### config.mk
export PLATFORM = sky130hd
export DESIGN_NAME = right_shift_aligner
export DESIGN_NICKNAME = d
export VERILOG_FILES = /design/src/rtl/right_shift_aligner.sv
export SDC_FILE = /design/constraint.sdc
export NUM_CORES = 1
export LEC_CHECK = 0
export ABC_AREA = 0
export BUFFER_PORTS_ARGS = -buffer_cell sky130_fd_sc_hd__buf_2
export CORE_ASPECT_RATIO = 0.6
export CORE_UTILIZATION = 60
export DETAILED_ROUTE_END_ITERATION = 10
export GPL_ROUTABILITY_DRIVEN = 1
export GPL_TIMING_DRIVEN = 0
export PLACE_DENSITY = 0.84
export REMOVE_ABC_BUFFERS = 1
export SLEW_MARGIN = 10
export SYNTH_ARGS = -nofsm -noshare
export SYNTH_HDL_FRONTEND = slang
export SYNTH_SLANG_ARGS = --single-unit
### constraint.sdc
create_clock -name Clock -period 1.4 [get_ports Clock]
set_input_delay 0.21 -clock Clock [delete_from_list [all_inputs] [get_ports Clock]]
set_output_delay 0.21 -clock Clock [all_outputs]
set_load 0.1 [all_outputs]
### src/rtl/right_shift_aligner.sv
// right_shift_aligner: pipelined logarithmic right shifter, one mux level per stage, global-stall handshake.
// Define RSA_STICKY_EN to add the Sticky output (OR of every bit shifted out).
module right_shift_aligner #(
    parameter int N = 32
) (
    input  logic                 Clock,
    input  logic                 Reset_n,
    input  logic [N-1:0]         In,
    input  logic [$clog2(N)-1:0] ShiftAmount,
    input  logic                 ShiftIn,
    input  logic                 InValid,
    output logic                 InReady,
    output logic [N-1:0]         Out,
`ifdef RSA_STICKY_EN
    output logic                 Sticky,
`endif
    output logic                 OutValid,
    input  logic                 OutReady
);
    localparam int nSel = $clog2(N);

    logic            advance;
    logic [nSel:0]   vld_pipe;
    logic [N-1:0]    data_pipe [0:nSel];
    logic [nSel-1:0] amt_pipe  [0:nSel-1];
    logic [nSel-1:0] fill_pipe;
`ifdef RSA_STICKY_EN
    logic [nSel:0]   sticky_pipe;
    assign sticky_pipe[0] = 1'b0;
`endif

    assign vld_pipe[0]  = InValid;
    assign data_pipe[0] = In;
    assign amt_pipe[0]  = ShiftAmount;
    assign fill_pipe[0] = ShiftIn;

    // Whole pipe moves together; it only stops when the output slot is full and not taken.
    assign advance = OutReady | ~vld_pipe[nSel];
    assign InReady = advance;

    for (genvar s = 1; s <= nSel; s++) begin : stage_g
        localparam int SH = 1 << (nSel - s);
        logic         sel;
        logic [N-1:0] shifted;
        logic         vld_q;
        logic [N-1:0] data_q;

        // Amount travels MSB-first: each stage consumes the top bit and shifts the rest up.
        assign sel     = amt_pipe[s-1][nSel-1];
        assign shifted = sel ? {{SH{fill_pipe[s-1]}}, data_pipe[s-1][N-1:SH]} : data_pipe[s-1];

        always_ff @(posedge Clock or negedge Reset_n) begin
            if (!Reset_n) begin
                vld_q  <= 1'b0;
                data_q <= '0;
            end else if (advance) begin
                vld_q  <= vld_pipe[s-1];
                data_q <= vld_pipe[s-1] ? shifted : '0;
            end
        end
        assign vld_pipe[s]  = vld_q;
        assign data_pipe[s] = data_q;

        if (s < nSel) begin : carry_g
            logic [nSel-1:0] amt_q;
            logic            fill_q;
            always_ff @(posedge Clock or negedge Reset_n) begin
                if (!Reset_n) begin
                    amt_q  <= '0;
                    fill_q <= 1'b0;
                end else if (advance) begin
                    amt_q  <= vld_pipe[s-1] ? (amt_pipe[s-1] << 1) : '0;
                    fill_q <= vld_pipe[s-1] ? fill_pipe[s-1] : 1'b0;
                end
            end
            assign amt_pipe[s]  = amt_q;
            assign fill_pipe[s] = fill_q;
        end

`ifdef RSA_STICKY_EN
        logic dropped;
        logic sticky_q;
        assign dropped = sel & (|data_pipe[s-1][SH-1:0]);
        always_ff @(posedge Clock or negedge Reset_n) begin
            if (!Reset_n)     sticky_q <= 1'b0;
            else if (advance) sticky_q <= vld_pipe[s-1] ? (sticky_pipe[s-1] | dropped) : 1'b0;
        end
        assign sticky_pipe[s] = sticky_q;
`endif
    end

    assign Out      = data_pipe[nSel];
    assign OutValid = vld_pipe[nSel];
`ifdef RSA_STICKY_EN
    assign Sticky   = sticky_pipe[nSel];
`endif

endmodule

### Yosys cells after proc, flatten, opt, wreduce, memory -nomap -nowiden

Index checks and enable logic that the tools add are counted.

| word-level totals | value |
|---|---|
| flip-flop bits (word level) | 189 |
| bits in latches | 0 |
| memory bits (writable) | 0 |
| memory bits (read-only) | 0 |
| input port bits | 42 |
| output and inout port bits | 34 |
| logic and storage cells | 38 |
| memories | 0 |

| operators by class | value |
|---|---|
| $add $sub $neg | 0 |
| $mul | 0 |
| divide/modulo/power cells | 0 |
| magnitude comparators | 0 |
| equal/unequal tests | 0 |
| shift operators | 0 |
| mux-type cells | 18 |
| bitwise gates (word level) | 2 |
| reductions and logical operators | 0 |

Operators by type and width:

| kind | number |
|---|---|
| $mux W32 | 10 |
| $mux W5 | 4 |
| $mux W1 | 4 |
| $not A1 Y1 | 1 |
| $or A1 B1 Y1 | 1 |

### Logic depth before layout (Yosys ltp)

| logic depth | value |
|---|---|
| depth in word-level cells | 2 |
| depth in mapped cells | 4 |
| depth with buffers taken out | 3 |

### Least setup slack after synthesis

No wires, ideal clock.

| timing | value |
|---|---|
| path kind | reg2reg |
| from | register stage_g[5].vld_q (netlist: OutValid) |
| to | register stage_g[1].vld_q |
| data arrival time | 1.766 ns |
| required time | 1.254 ns |
| path slack | -0.511 ns |
| stages on the path, launching flop included | 4 |
| cells stage by stage | dfrtp_1 nor2b_2 inv_2 mux2i_1 |

| on the way | value |
|---|---|
| word-level cells in the longest chain between the ends | 2 |

Ends and longest elaborated chain:

| what | line | source |
|---|---|---|
| start: declaration | 45 | `logic vld_q;` |
| start signal: assignment | 57 | `vld_q <= vld_pipe[s-1];` |
| $not A1 Y1 | 38 | `assign advance = OutReady \| ~vld_pipe[nSel];` |
| $or A1 B1 Y1 | 38 |  |
| via InReady | 12 | `output logic InReady,` |
| end signal: assignment | 57 |  |
| end: declaration | 45 |  |

The timed path passes the listed nets, and every way through them passes these cells.
A chain may end at the register's enable or synchronous reset.

### Worst setup path in the final report

| timing | value |
|---|---|
| from | register stage_g[5].vld_q (netlist: OutValid) |
| to | register stage_g[1].data_q[27] |

| on the way | value |
|---|---|
| word-level cells in the longest chain between the ends | 2 |

Ends and longest elaborated chain:

| what | line | source |
|---|---|---|
| $not A1 Y1 | 38 |  |
| $or A1 B1 Y1 | 38 |  |
| end signal: assignment | 58 | `data_q <= vld_pipe[s-1] ? shifted : '0;` |
| end: declaration | 46 | `logic [N-1:0] data_q;` |

No other way between the ends.

==> reports/metrics.yaml <==
clocking:
  cts_inserted_buffers: 17
  insertion_delay_ps: 430
  clockBufferDepth: 2
  cts.sinks: 179
  htree_levels: 4
  cts_tree: "built"
  path_clk_slew_ps: 70
  cts_root_buf: "clkbuf_16"
status:
  violations: "setup timing"
  outcome: "complete, but fails checks"
global_routing:
  grt_pass1_vias: 7407
  antenna_found_initial: 0
  grt_max_degree: 109
  grt_pass1_wl_mm: 42.2
  overflow: 0
  gr-usage-all-layers: 0.340
logic_synthesis:
  postSynthAreaPerCell_sq_um: 11.6
  synth_common_cells: "dfrtp_1, nand3b_1, mux2i_1"
  syn_inst: 808
  ys_warn_count: 0
  async_flop_share: 1.00
  yosysUniqueCellTypes: 17
  synthTopCellsByArea: "dfrtp_1, mux2i_1, nand3b_1"
  seq_area_frac_synth: 0.478
  synth-edff-count: 0
  synth_top_area_frac: 0.478
  ys.flop_type: "dfrtp_1"
  synth_top_cell_by_area: "dfrtp_1"
  synth.most_common_cell: "dfrtp_1"
  syn_area_sq_um: 9370
  ys_seq_elements: 179
worst_setup_path:
  crit_chain: "buf_16, nor2b_4, buf_12, clkbuf_16, buf_16, o31ai_4"
  cpPeakStageDelay_ps: 510
  cp_common_cell: "buf_16"
  critPathCaptureType: "flip-flop"
  arrival_ps: 2050
  slowest_stage: "dfrtp_4"
  cp.required_ps: 1710
  critPathLaunchType: "flip-flop"
  path_class: "reg -> reg"
  critPathMaxFanout: 9
timing:
  maxSlewHeadroom: 0.0687
  setup_viol: 178
  finalHoldViolCount: 0
  worst_pin_slew_ps: 1400
  final_max_slew_viol_count: 0
  finalWorstSetupSlack_ps: -338
  timing.final.crit_share: 1.24
  grt_setup_unrepaired: "yes"
  clock_skew_ps: 12.9
  min_period_ps: 1740
  finalSetupTns_ps: -39820
  hold_ws_ps: 27.2
  fmax_mhz: 575
cells_and_area:
  post-route-util: 0.883
  ff_latch_area_sq_um: 4490
  area_delta_synth_final_pct: 39.9
  stdcell_count: 1084
  final_cell_area_sq_um: 13100
  fillers: 587
  multi_input_area_sq_um: 5840
  nets: 916
  final_layout_size_suffix_gt1_frac: 0.369
  antenna_cells: 0
floorplanning:
  fp.dieH_um: 98.8
  fp-row-count: 34
  die_area_sq_um: 16100
  die_width_um: 163
  core_sq_um: 14800
  start_util: 0.631
  boundaryPins: 76
drt:
  wl_per_cell_um: 31.2
  drcViolationCount: 0
  vias_per_cell: 7.56
  drt-total-wl_mm: 33.8
  drtIter0Drc: 943
  drt-pass1-iter-count: 5
  antenna_left: 0
  vias: 8199
placed_design:
  place_area_sq_um: 9700
  dp.cells: 998
  detailedPlace.worstSlack_ps: -1390
  gp_congestion: 0.768
  hpwl_mm: 12.6
  io_buffer_count: 75
flow_run:
  cap_violations: 0
power_and_ir_drop:
  total_power_mw: 24.3
  powerDensity_nw_per_um2: 1850
  ir_worst_vdd_uv: 2420
  leakagePower_nw: 5.15
worst_hold_path:
  worstHoldPathType: "in -> reg"
placed cells by master (no fill, tap or decap), types with 15 or more instances in the layout:
| cell type | n |
|---|---|
| dfrtp_1 | 174 |
| nand3b_1 | 174 |
| mux2i_1 | 163 |
| o31ai_4 | 95 |
| o31ai_2 | 43 |
| buf_2 | 39 |
| clkbuf_4 | 32 |
| clkbuf_16 | 31 |
| o31ai_1 | 22 |
| buf_16 | 20 |
| nand2_1 | 15 |
| buf_12 | 15 |
state kept, by name, indices dropped and copies added, names as in the netlist:
register	count
OutValid	1
stage_g.carry_g.fill_q	4
stage_g.vld_q	4
Out	32
stage_g.carry_g.amt_q	10
stage_g.data_q	128
final timing paths:
path | start | endpoint | slack (ps) | depth (start not counted)
worst min-delay path | ShiftAmount[3] | stage_g[1].carry_g.amt_q[4]$_DFFE_PN0P_ | 30 | 3
min in group asynchronous | Reset_n | Out[28]$_DFFE_PN0P_ | 340 | 2
max in group asynchronous | Reset_n | stage_g[4].carry_g.amt_q[4]$_DFFE_PN0P_ | 240 | 3
worst max-delay path | OutValid$_DFFE_PN0P_ | stage_g[1].data_q[27]$_DFFE_PN0P_ | -340 | 6
worst max register to register | OutValid$_DFFE_PN0P_ | stage_g[1].data_q[27]$_DFFE_PN0P_ | -340 | 6
worst min register to register | stage_g[1].carry_g.amt_q[2]$_DFFE_PN0P_ | stage_g[1].carry_g.amt_q[2]$_DFFE_PN0P_ | 540 | 2
final cells by class:
cell class | instances | share of cell area
Timing Repair Buffer | 141 | 0.145
Sequential cell | 179 | 0.342
Multi-Input combinational cell | 529 | 0.445
Clock inverter | 13 | 0.0114
Inverter | 6 | 0.00325
Clock buffer | 18 | 0.0335
Tap cell | 198 | 0.0189
report_power, final:
| part | total, mW | switching (mW) | internal, mW |
|---|---|---|---|
| Clock | 4.98 | 2.27 | 2.71 |
| Combinational | 11.8 | 7.21 | 4.58 |
| Sequential | 7.49 | 1.23 | 6.26 |
| Total | 24.3 | 10.7 | 13.5 |
cell families after synthesis:
group / Yosys count / synth area share
and+or+nand+nor: 190 / 0.146
DFF: 179 / 0.478
muxes: 164 / 0.175
AOI/OAI and AO/OA: 174 / 0.136
buffers and inverters: 101 / 0.0646
repair_timing:
item	CTS	global route
endpoints found under the setup margin	213	297
pin swaps	18	63
resized for setup	155	187
cloned	13	18
hold endpoints to repair	71	0
buffers inserted	16	8
hold buffers	1	0
critical path: cells and delay by family, from the launching register on:
family	cells	cell delay [ps]
buf+inv	4	680
flops	1	510
compound gates	1	270
simple gates	1	150
per-layer routing:
metal,vias up,part of all wire,track usage
met1,4106,0.38,0.496
met5,-,0,0
met2,697,0.47,0.521
li1,3214,-,-
met3,182,0.10,0.0602
met4,0,0.045,0.101
No activity file was read; power rests on OpenSTA's default activity.
